### config.mk
export PLATFORM = sky130hd
export DESIGN_NAME = loba_sched
export DESIGN_NICKNAME = d
export VERILOG_FILES = /design/src/rtl/loba_sched.sv
export SDC_FILE = /design/constraint.sdc
export NUM_CORES = 1
export LEC_CHECK = 0
export BUFFER_PORTS_ARGS = -buffer_cell sky130_fd_sc_hd__buf_2
export CORE_ASPECT_RATIO = 0.75
export CORE_MARGIN = 10
export CORE_UTILIZATION = 54
export CTS_CLUSTER_SIZE = 8
export DETAILED_ROUTE_END_ITERATION = 8
export PLACE_DENSITY = 0.89
export SLEW_MARGIN = 20
export SYNTH_ARGS = -nofsm -noshare
export SYNTH_HDL_FRONTEND = slang
export SYNTH_SLANG_ARGS = --single-unit
### constraint.sdc
create_clock -name clk -period 6.38 [get_ports clk]
set_input_delay 1.276 -clock clk [delete_from_list [all_inputs] [get_ports clk]]
set_output_delay 1.276 -clock clk [all_outputs]
set_load 0.1 [all_outputs]
### src/rtl/loba_sched.sv
// loba1: combinational leading-one-based approximate multiplier (zero latency, no backpressure).
// Each operand is cut to the K-bit segment under its leading one; the segment product is shifted back.
module loba1 #(
    parameter int N = 16,
    parameter int K = 4
) (
    input  logic [N-1:0]   a,
    input  logic [N-1:0]   b,
    output logic [2*N-1:0] p
);
    localparam int SW = $clog2(N + 1);

    // Shift that brings the leading one down to bit K-1; operands below 2^K stay exact.
    function automatic logic [SW-1:0] seg_shift(input logic [N-1:0] x);
        logic [SW-1:0] s;
        s = '0;
        for (int i = K; i < N; i++)
            if (x[i]) s = SW'(i - K + 1);
        return s;
    endfunction

    logic [SW-1:0]  sh_a;
    logic [SW-1:0]  sh_b;
    logic [SW:0]    sh_sum;
    logic [K-1:0]   seg_a;
    logic [K-1:0]   seg_b;
    logic [2*K-1:0] seg_p;

    always_comb begin
        sh_a   = seg_shift(a);
        sh_b   = seg_shift(b);
        seg_a  = K'(a >> sh_a);
        seg_b  = K'(b >> sh_b);
        seg_p  = seg_a * seg_b;
        sh_sum = {1'b0, sh_a} + {1'b0, sh_b};
        p      = (2*N)'(seg_p) << sh_sum;
    end
endmodule

// loba_sched: round-robin share of one loba1 among R requesters, 2-cycle latency, 1/cycle throughput.
// Backpressure: a stalled result holds S2, S1 then holds, and req_ready drops to zero.
module loba_sched #(
    parameter int N = 16,
    parameter int K = 4,
    parameter int R = 4
) (
    input  logic                 clk,
    input  logic                 rst,
    input  logic [R-1:0]         req_valid,
    output logic [R-1:0]         req_ready,
    input  logic [R*N-1:0]       req_a,
    input  logic [R*N-1:0]       req_b,
    output logic                 res_valid,
    input  logic                 res_ready,
    output logic [2*N-1:0]       res_p,
    output logic [$clog2(R)-1:0] res_id,
    output logic                 busy
);
    localparam int RW = $clog2(R);

    logic           s1_valid;
    logic [N-1:0]   s1_a;
    logic [N-1:0]   s1_b;
    logic [RW-1:0]  s1_id;
    logic           s2_valid;
    logic [2*N-1:0] s2_p;
    logic [RW-1:0]  s2_id;

    logic [RW-1:0]  ptr;
    logic [RW-1:0]  grant;
    logic [RW-1:0]  ptr_next;
    logic           grant_found;
    logic           adv1;
    logic           adv2;
    logic           accept;
    logic [2*N-1:0] prod;
    int             idx;

    loba1 #(.N(N), .K(K)) u_mul (
        .a (s1_a),
        .b (s1_b),
        .p (prod)
    );

    // Search order ptr, ptr+1, ... wrapping at R, so non-power-of-2 R wraps correctly.
    always_comb begin
        grant_found = 1'b0;
        grant       = '0;
        idx         = 0;
        for (int i = 0; i < R; i++) begin
            idx = int'(ptr) + i;
            if (idx >= R) idx = idx - R;
            if (!grant_found && req_valid[idx]) begin
                grant_found = 1'b1;
                grant       = RW'(idx);
            end
        end
    end

    always_comb begin
        adv2      = !s2_valid || res_ready;
        adv1      = !s1_valid || adv2;
        accept    = grant_found && adv1 && !rst;
        req_ready = accept ? (R'(1) << grant) : '0;
        ptr_next  = (grant == RW'(R - 1)) ? '0 : grant + 1'b1;
    end

    always_ff @(posedge clk or posedge rst) begin
        if (rst) begin
            s1_valid <= 1'b0;
            s1_a     <= '0;
            s1_b     <= '0;
            s1_id    <= '0;
            s2_valid <= 1'b0;
            s2_p     <= '0;
            s2_id    <= '0;
            ptr      <= '0;
        end else begin
            if (accept) begin
                s1_valid <= 1'b1;
                s1_a     <= req_a[int'(grant)*N +: N];
                s1_b     <= req_b[int'(grant)*N +: N];
                s1_id    <= grant;
                ptr      <= ptr_next;
            end else if (adv1) begin
                s1_valid <= 1'b0;
            end
            if (adv2) begin
                s2_valid <= s1_valid;
                s2_p     <= prod;
                s2_id    <= s1_id;
            end
        end
    end

    assign res_valid = s2_valid;
    assign res_p     = s2_p;
    assign res_id    = s2_id;
    assign busy      = s1_valid || s2_valid;
endmodule

# Word level (Yosys, flattened, before mapping)
# Index checks and enable logic that the tools add are counted.
[op_classes] addsub=9 n_shift=6 n_reduce_logical=15 magnitude_cmp=8 n_eq_ne=1 n_mux=52 multipliers=1
[op_table] operator="less-than comparator 32 x 4 -> 1 bit, second input constant" n=4
[op_table] operator="two-way mux 32 bit" n=4
[op_table] operator="variable part select 64 x 7 -> 16 bit" n=2
[op_table] operator="two-way mux 4 bit" n=11
[op_table] operator="<< shifter 8 x 6 -> 32 bit" n=1
[op_table] operator=">> shifter 16 x 4 -> 4 bit" n=2
[op_table] operator="two-way mux 3 bit" n=8
[op_table] operator="two-way mux 2 bit" n=9
[op_table] operator="two-way mux 1 bit" n=16
[op_table] operator="subtractor 3 x 3 -> 4 bit, second input constant" n=3
[op_table] operator=">= comparator 3 bit, second input constant" n=3
[op_table] operator="binary-select mux 1 bit (select 2 bit)" n=4
[op_table] operator="multiplier 4 x 4 -> 8 bit" n=1
[op_table] operator="adder 2 x 2 -> 3 bit, second input constant" n=2
[op_table] operator="logical NOT 1 bit" n=6
[op_table] operator="adder 4 x 4 -> 5 bit" n=1
[op_table] operator="logical AND 1 bit" n=5
[op_table] operator="<< shifter 1 x 2 -> 4 bit, first input constant" n=1
[op_table] operator="subtractor 2 x 3 -> 4 bit, second input constant" n=1
[op_table] operator="adder 2 x 1 -> 3 bit, second input constant" n=1
[op_table] operator=">= comparator 2 x 3 -> 1 bit, second input constant" n=1
[op_table] operator="logical OR 1 bit" n=3
[op_table] operator="adder 2 x 1 -> 2 bit, second input constant" n=1
[op_table] operator="== test 2 bit, second input constant" n=1
[op_table] operator="nonzero test 2 bit" n=1
[totals] reg_bits=72 elab_cells=100

# Logic depth before layout (Yosys ltp)
# Gate-level depths: netlist of run 1.
[depth] word_depth=18 mapped_depth=24 ltp_nobuf=22

# Modules after synthesis
# From an unflattened synthesis of run 1, not the netlist that was laid out.
[hier_totals] cells_unflattened=843 area_unflattened_um2=6416.2
[by_module_without_submodules] module="loba_sched" area_per_inst_um2=3854.9 instances=1 seq_area_each_um2=1801.7 cells_each=454
[by_module_without_submodules] module="loba1" area_per_inst_um2=2561.2 instances=1 seq_area_each_um2=0.0 cells_each=389

# Least setup slack after synthesis of run 1
# OpenSTA, ideal clock, no wires.
[synth_timing] path_kind="register -> register" from="register s1_b[7]" to="register s2_p[8] (netlist: res_p[8])" synth_period_minus_slack_ps=5296 n_path_buf=2 t_arrival_ps=5220 t_required_ps=6303 path_stages_with_launch=22 slack_ps=1084 cell_sequence="dfrtp_1 > clkbuf_2 > a221o_1 > a211oi_4 > buf_6 > mux2_2 > o211ai_1 > o21ai_1 > o21ai_2 > nand2_1 > fa_1 > fa_1 > inv_1 > ha_1 > a211oi_1 > o21bai_1 > a21oi_1 > mux2_2 > mux4_2 > nor2_1 > a41oi_2 > o21ai_1"
[synth_between] elab_chain_len=12 elab_cells_between_ends=13 cone_classes="add/sub (1); mul (1); shift (2); mux (9)"
[synth_lines] element="start: declaration" line_no="63" source="logic [N-1:0] s1_b;"
[synth_lines] element="start signal: assignment" line_no="122" source="s1_b <= req_b[int'(grant)*N +: N];"
[synth_lines] element="two-way mux 3 bit (4 in a row)" line_no="18" source="if (x[i]) s = SW'(i - K + 1);"
[synth_lines] element="two-way mux 4 bit (5 in a row)" line_no="18"
[synth_lines] element=">> shifter 16 x 4 -> 4 bit" line_no="33" source="seg_b = K'(b >> sh_b);"
[synth_lines] element="multiplier 4 x 4 -> 8 bit" line_no="34" source="seg_p = seg_a * seg_b;"
[synth_lines] element="<< shifter 8 x 6 -> 32 bit (*)" line_no="36" source="p = (2*N)'(seg_p) << sh_sum;"
[synth_lines] element="end signal: assignment" line_no="130" source="s2_p <= prod;"
[synth_lines] element="end: declaration" line_no="66" source="logic [2*N-1:0] s2_p;"
# Every way passes the cells marked *; elsewhere a longest branch is shown, timed or not.
# A chain may end at the register's enable or synchronous reset.

# Worst setup path in the final report of run 1
[layout_timing] from="register s1_b[10]" to="register s2_p[28] (netlist: res_p[28])"
[layout_between] elab_chain_len=9 elab_cells_between_ends=10 cone_classes="add/sub (1); mul (1); shift (2); mux (6)"
[layout_lines] element="two-way mux 3 bit" line_no="18"
[layout_lines] element="two-way mux 4 bit (5 in a row)" line_no="18"
[layout_lines] element=">> shifter 16 x 4 -> 4 bit" line_no="33"
[layout_lines] element="multiplier 4 x 4 -> 8 bit" line_no="34"
[layout_lines] element="<< shifter 8 x 6 -> 32 bit (*)" line_no="36"
# Marked as above.

==> impl_summary.txt, run 1 <==
----------------------------------------------------
[Yosys]
  Fraction of registers with async set/reset ... 100%
  Library cell with the highest instance count after synthesis ... sky130_fd_sc_hd__nand2_1
  Dominant cells by area after synthesis ... sky130_fd_sc_hd__dfrtp_1 28%, sky130_fd_sc_hd__nand2_1 15%, sky130_fd_sc_hd__o21ai_0 7.4%, sky130_fd_sc_hd__mux2i_1 4.2%, sky130_fd_sc_hd__ha_1 3.9%
  Post-synthesis register bit count ... 72
  Cell area after synthesis ... 0.00638 mm2
  Cell type with the highest aggregate area in the netlist ... sky130_fd_sc_hd__dfrtp_1
  Post-synthesis net count ... approximately 1000
  Sequential area share after synthesis ... 28.2%
  Area share of the leading cell type in the synthesized netlist ... 28.2%
  Most common library cells after synthesis ... 259 x sky130_fd_sc_hd__nand2_1, 94 x sky130_fd_sc_hd__o21ai_0, 72 x sky130_fd_sc_hd__dfrtp_1
  Average instance area after synthesis ... roughly 7.3 um2
  Number of enable flip-flop cells after synthesis ... 0
  Number of different library cells in the post-synthesis netlist ... 82
  Synthesized instance count ... 873
  Total number of yosys warnings ... 0
  Ys flop type ... sky130_fd_sc_hd__dfrtp_1

[Route]
  Post-detailed-route count of antenna-violating nets ... 0
  Remaining DRCs ... 0
  Via-per-instance ratio ... slightly below 6
  Detailed Route Iter0 Violations ... 900
  Total length of routed wires ... 18.9 mm
  Routed length per placed instance ... 16.1 um
  TritonRoute pass-1 iters ... 8
  Routed vias ... 6866

[Final layout]
  Area grow syn2layout ... 19.0%
  Area occupied by multi-input gates ... 0.00424 mm2
  Antenna diode count ... 0
  Filler cell count ... 1036
  Register area ... 0.00180 mm2
  Share of cells above drive strength 1 ... approximately 24%
  Nets ... 1172

[Setup path]
  Master of the slowest instance on the critical path ... sky130_fd_sc_hd__nor4_1
  Arrival @ worst endpoint ... 6350 ps
  Delay of the slowest critical-path stage ... around 670 ps
  CP max FO ... 9
  Category of the most critical setup path ... flip-flop to flip-flop
  Sort of element at the end of the critical path ... flip-flop
  Worst path required time ... around 6600 ps
  Series of cell instances along the critical path ... nor4_1 -> o31a_1 -> mux2i_1 -> mux2_2 -> o211ai_1 -> o21ai_1 -> o21ai_2 -> nand2_1 -> fa_1 -> fa_1 -> inv_1 -> ha_1 -> a211oi_1 -> o21bai_1 -> a21oi_1 -> mux2_2 -> or2_2 -> a21oi_1 -> a311oi_2 -> nor3_1
  Startpoint types ... flip-flop

[Die]
  Die width ... 146 um
  Num rows ... 34
  Effective utilization at floorplan ... between 50% and 60%
  Die area ... 0.0166 mm2
  I/O pin count ... ~180
  Die Y ... 114 um
  Core region area ... 0.0116 mm2

[STA]
  Share of the clock period used by the worst path after layout ... 95.6%
  Setup repair after global routing missed its margin ... no
  Final number of hold-violating endpoints ... 0
  Transition time at the pin with the least slew margin ... 877 ps
  Worst slew margin ... approximately two fifths
  Post-route worst hold slack ... 463 ps
  Highest Clock Rate ... 164 MHz
  Crit path time final ... 6100 ps
  Clock Skew ... between 10 and 15 ps
  Final setup fails ... 0
  Final Slew Violations ... 0
  Total Negative Setup Slacks ... 0 ps

[Global routing]
  Wire length of the first global-routing pass ... roughly 32 mm
  Total overflow reported by the global router ... 0
  Vias in the first global route ... 6487
  Total routing usage reported by global routing ... 22.4%
  Number of antenna violations at the first check in global routing ... 0
  Maximum number of pins on one net before global-route repair ... 73

[Clock network]
  Number of gates resized after CTS ... 0
  TritonCTS clock tree ... done
  Clock Root Buffer ... sky130_fd_sc_hd__clkbuf_16
  Post-CTS Setup Bufs ... 0
  Number of hold buffers added after CTS ... 0
  Clock buffers created by TritonCTS ... 9
  Clock latency on the worst-skew pair ... 350 ps
  # H-tree levels ... 3
  Maximum buffer depth of the clock tree ... 2
  Clock input transition at the sequential cells of the worst setup and hold paths ... 60 ps
  Sink Count ... 72

[Place]
  Total of buffers placed on input and output ports ... between 150 and 200
  Final HPWL from detailed placement ... 14.5 mm
  Routability congestion estimate ... 0.986

[Status]
  Status ... finished clean

[Worst hold path]
  Type of the most critical hold path ... flip-flop to flip-flop

[Flow run]
  Maximum Capacitance Violations ... 0

----------------------------------------------------
## final timing paths
| check | slack [ps] | to | startpoint | depth (start not counted) |
|---|---|---|---|---|
| setup reg to reg | 280 | res_p[28]$_DFFE_PP0P_ | s1_b[10]$_DFFE_PP0P_ | 20 |
| max in group asynchronous | 4600 | res_p[25]$_DFFE_PP0P_ | rst | 3 |
| hold reg to reg | 460 | res_id[1]$_DFFE_PP0P_ | res_id[1]$_DFFE_PP0P_ | 2 |
| min in group asynchronous | 1220 | s1_b[1]$_DFFE_PP0P_ | rst | 3 |
| hold / removal | 460 | res_id[1]$_DFFE_PP0P_ | res_id[1]$_DFFE_PP0P_ | 2 |
| setup / recovery | 280 | res_p[28]$_DFFE_PP0P_ | s1_b[10]$_DFFE_PP0P_ | 20 |
## placed cells by master (no fill, tap or decap), types with 9 or more instances in the layout
master,count
sky130_fd_sc_hd__o21ai_0,94
sky130_fd_sc_hd__and2_1,13
sky130_fd_sc_hd__mux2i_1,27
sky130_fd_sc_hd__nand2_1,258
sky130_fd_sc_hd__a21oi_1,38
sky130_fd_sc_hd__buf_2,174
sky130_fd_sc_hd__dfrtp_1,72
sky130_fd_sc_hd__clkbuf_16,9
sky130_fd_sc_hd__nand2b_1,11
sky130_fd_sc_hd__nor3_1,17
sky130_fd_sc_hd__nand3_1,35
sky130_fd_sc_hd__inv_1,22
sky130_fd_sc_hd__buf_4,11
sky130_fd_sc_hd__nor2_1,43
sky130_fd_sc_hd__ha_1,20
sky130_fd_sc_hd__o21ai_1,11
## cell type report
cell class | instances | area share (%)
multi-input combinational | 717 | 55.8
clock inverter | 5 | 0.511
clock buffer | 11 | 3.33
sequential | 72 | 23.7
tap | 162 | 2.67
timing repair buffer | 185 | 12.6
inverter | 27 | 1.40
## per-layer routing
| layer | share of wire [%] | global-route usage, % |
|---|---|---|
| met2 | 44 | 34.5 |
| met5 | 0 | 0 |
| met1 | 44 | 30.0 |
| met4 | 1.9 | 6.25 |
| met3 | 10 | 6.64 |
## registers in the layout (all words and copies together), names as in the netlist
register,cells
res_p,32
s1_a,16
s1_b,16
ptr,2
res_id,2
s1_id,2
res_valid,1
s1_valid,1
## cell families (layout without fill, tap and decap cells)
group / count (synthesis) / in the layout / share of synthesized area, %
and+or+nand+nor: 417 / 417 / 28.6
adders and majority gates: 25 / 25 / 5.49
AOI/OAI and AO/OA: 238 / 238 / 25.8
xor gates and xnor gates: 5 / 5 / 0.686
DFF: 72 / 72 / 28.2
muxes: 32 / 32 / 5.47
buffers and inverters: 84 / 228 / 5.76
## per-stage QoR
| stage | setup slack [ps] | utilization [%] | cells | area [um2] |
|---|---|---|---|---|
| after floorplan | 1080 | - | 873 | 6380 |
| after global placement | 672 | 63.1 | 1163 | 7300 |
| after detailed placement | 446 | 63.1 | 1163 | 7300 |
| after CTS | 441 | 65.6 | 1179 | 7590 |
| after global routing | 14.9 | 65.6 | 1179 | 7600 |
| final | 282 | 65.6 | 1179 | 7600 |
## worst max-delay path: cells and delay by family (launching register included)
kind	cells	cell delay, ps
compound gates	9	1850
fa+ha+maj	3	1420
buf+inv	1	60
simple gates	4	1300
flops	1	500
mux	3	880
Power of run 1 is left out: the tool's default activity adds up to more than one toggle a clock period on the data nets, which glitch-free logic cannot reach.
==> run 2, diff against run 1 <==
--- a/config.mk
+++ b/config.mk
@@ -5,13 +5,15 @@
 export SDC_FILE = /design/constraint.sdc
 export NUM_CORES = 1
 export LEC_CHECK = 0
+export ABC_AREA = 1
 export BUFFER_PORTS_ARGS = -buffer_cell sky130_fd_sc_hd__buf_2
 export CORE_ASPECT_RATIO = 0.75
 export CORE_MARGIN = 10
-export CORE_UTILIZATION = 54
+export CORE_UTILIZATION = 53
 export CTS_CLUSTER_SIZE = 8
 export DETAILED_ROUTE_END_ITERATION = 8
 export PLACE_DENSITY = 0.89
+export SKIP_CTS_REPAIR_TIMING = 1
 export SLEW_MARGIN = 20
 export SYNTH_ARGS = -nofsm -noshare
 export SYNTH_HDL_FRONTEND = slang
==> impl_summary.txt, run 2 <==
----------------------------------------------------
[STA]
  Worst slew margin ... ~29%
  Final Slew Violations ... 0
  Highest Clock Rate ... between 150 and 200 MHz
  Setup repair after global routing missed its margin ... no
  Crit path time final ... 5690 ps
  Final setup fails ... 0
  Clock Skew ... about 5.2 ps
  Total Negative Setup Slacks ... 0 ps
  Final number of hold-violating endpoints ... 0
  Share of the clock period used by the worst path after layout ... about nine tenths
  Transition time at the pin with the least slew margin ... 1070 ps

[Yosys]
  Fraction of registers with async set/reset ... 100%
  Area share of the leading cell type in the synthesized netlist ... 31.1%
  Most common library cells after synthesis ... 255 x sky130_fd_sc_hd__nand2_1, 86 x sky130_fd_sc_hd__inv_1, 86 x sky130_fd_sc_hd__nand3_1
  Post-synthesis register bit count ... 72
  Sequential area share after synthesis ... a little under a third
  Synthesized instance count ... around 870
  Cell type with the highest aggregate area in the netlist ... sky130_fd_sc_hd__dfrtp_1
  Library cell with the highest instance count after synthesis ... sky130_fd_sc_hd__nand2_1
  Number of different library cells in the post-synthesis netlist ... 34
  Number of enable flip-flop cells after synthesis ... 0
  Average instance area after synthesis ... 6.67 um2
  Post-synthesis net count ... 1028
  Ys flop type ... sky130_fd_sc_hd__dfrtp_1
  Dominant cells by area after synthesis ... sky130_fd_sc_hd__dfrtp_1 31%, sky130_fd_sc_hd__nand2_1 17%, sky130_fd_sc_hd__nand3_1 7.4%, sky130_fd_sc_hd__a21oi_1 6.8%, sky130_fd_sc_hd__o21ai_0 6.2%
  Total number of yosys warnings ... 0
  Cell area after synthesis ... 0.00579 mm2

[Die]
  Core region area ... approximately 0.010 mm2
  I/O pin count ... 175
  Die Y ... 110 um
  Die area ... about 0.016 mm2
  Effective utilization at floorplan ... 55.2%
  Die width ... 141 um
  Num rows ... 32

[Setup path]
  Most Frequent Cell on Critical Path ... sky130_fd_sc_hd__nand2_1
  Endpoint of the most critical register-to-register path ... res_p[24]$_DFFE_PP0P_
  CP max FO ... 19
  Worst path required time ... 6610 ps
  Master of the slowest instance on the critical path ... sky130_fd_sc_hd__fa_1
  Delay of the slowest critical-path stage ... 610 ps
  Cells on worst reg2reg path ... 33
  Arrival @ worst endpoint ... 5920 ps
  Category of the most critical setup path ... flip-flop to flip-flop
  Reg2Reg Setup Slack ... 690 ps
  Startpoint of the most critical register-to-register path ... s1_b[5]$_DFFE_PP0P_
  Startpoint types ... flip-flop
  Crit path to ... res_p[24]$_DFFE_PP0P_
  Sort of element at the end of the critical path ... flip-flop
  Setup crit start ... s1_b[5]$_DFFE_PP0P_

[Global routing]
  Number of antenna violations at the first check in global routing ... 2
  Total routing usage reported by global routing ... a little under a quarter
  Maximum number of pins on one net before global-route repair ... 73
  Total overflow reported by the global router ... 0
  Vias in the first global route ... about 6300
  Wire length of the first global-routing pass ... 30.6 mm

[Route]
  Remaining DRCs ... 0
  Detailed Route Iter0 Violations ... approximately 570
  Total length of routed wires ... 18.4 mm
  Via-per-instance ratio ... ~5.7
  Routed vias ... around 6600
  Post-detailed-route count of antenna-violating nets ... 0
  Routed length per placed instance ... 15.9 um
  TritonRoute pass-1 iters ... 5

[Status]
  Status ... finished clean

[Final layout]
  Most common cell after layout, fill and taps aside ... sky130_fd_sc_hd__nand2_1
  Leading cell types in the layout, fill and taps excluded ... 253 x sky130_fd_sc_hd__nand2_1, 174 x sky130_fd_sc_hd__buf_2, 86 x sky130_fd_sc_hd__nand3_1, 85 x sky130_fd_sc_hd__inv_1, 79 x sky130_fd_sc_hd__a21oi_1
  Nets ... 1174
  Max FFs per register ... 32
  Area grow syn2layout ... 21.6%
  Filler cell count ... 944
  Final design utilization ... between 60% and 70%
  Share of cells above drive strength 1 ... a little over a fifth

[Clock network]
  Clock buffers created by TritonCTS ... 9
  TritonCTS clock tree ... done
  Clock input transition at the sequential cells of the worst setup and hold paths ... 60 ps
  Clock latency on the worst-skew pair ... 340 ps
  Maximum buffer depth of the clock tree ... 2
  Clock Root Buffer ... sky130_fd_sc_hd__clkbuf_16
  # H-tree levels ... 3
  Sink Count ... 72

[Flow run]
  Maximum Capacitance Violations ... 0

[Place]
  Total of buffers placed on input and output ports ... 174
  Routability congestion estimate ... 0.908
  Final HPWL from detailed placement ... between 10 and 15 mm

[Worst hold path]
  Type of the most critical hold path ... flip-flop to flip-flop

----------------------------------------------------
-- run 2: changes by cell type in the layout (fill, tap and decap cells not counted), sizes merged, moves of 8 or more --
cell,before,now
o21ai,106,83
inv,25,89
a21oi,42,80
nand2b,11,0
and2,13,0
a221o,4,32
mux2i,27,0
nor3,18,0
nand3,36,86
nor2b,8,0
o31ai,11,3
-- run 2: cells by family (layout without fill, tap and decap cells) --
| group | after synthesis | in the layout | share of synthesized area [%] |
|---|---|---|---|
| AND/OR/NAND/NOR | 406 | 406 | 29.2 |
| AO/OA/AOI/OAI | 220 | 220 | 22.9 |
| buffers and inverters | 139 | 290 | 9.73 |
| flip-flops | 72 | 72 | 31.1 |
| adder cells (fa/ha/maj) | 25 | 25 | 6.06 |
| XOR/XNOR | 6 | 6 | 0.908 |
| other | 0 | 2 | 0 |
-- run 2: worst min-delay path by stage --
stage | start | end | slack (ps) | depth (start not counted)
floorplan | s1_id[1]$_DFFE_PP0P_ | res_id[1]$_DFFE_PP0P_ | 440 | 2
global placement | res_p[5]$_DFFE_PP0P_ | res_p[5]$_DFFE_PP0P_ | 460 | 2
detailed placement | res_p[10]$_DFFE_PP0P_ | res_p[10]$_DFFE_PP0P_ | 460 | 2
CTS | res_p[10]$_DFFE_PP0P_ | res_p[10]$_DFFE_PP0P_ | 480 | 2
global route | res_p[27]$_DFFE_PP0P_ | res_p[27]$_DFFE_PP0P_ | 510 | 2
finish | res_p[10]$_DFFE_PP0P_ | res_p[10]$_DFFE_PP0P_ | 470 | 2
-- run 2: layer usage --
layer  routed length, um  global-route usage (%)  vias up
met2                8350                    35.4      344
met3                1920                    7.35       35
li1                    -                       -     3221
met1                7730                    29.6     3022
met5                   0                       0        -
met4                 400                    7.65        0
-- run 2: layout make-up --
class	count	area, um2	area share, %
repair buffers	183	938	13.3
clock inverters	5	104	1.48
flip-flops and latches	72	1800	25.6
clock buffers	11	243	3.45
multi-input cells	657	3430	48.8
diodes	2	5.00	0.0711
inverters	91	342	4.86
well taps	136	170	2.42
-- run 2: critical path: cells and delay by family (launching register included) --
kind | cells | cell delay [ps]
AND/OR/NAND/NOR | 22 | 2450
adder cells (fa/ha/maj) | 3 | 1370
AO/OA/AOI/OAI | 6 | 1250
flip-flops | 1 | 390
buffers and inverters | 2 | 160
-- run 2: metrics by stage --
stage	instances	area (um2)	setup slack, ps	hold slack (ps)
6_report	1157	7030	688	472
5_1_grt	1157	7030	162	510
4_1_cts	1155	7030	639	477
3_3_place_gp	1139	6680	951	459
2_1_floorplan	868	5790	160	442
3_5_place_dp	1139	6680	710	461
Power of run 2 is left out for the same reason.
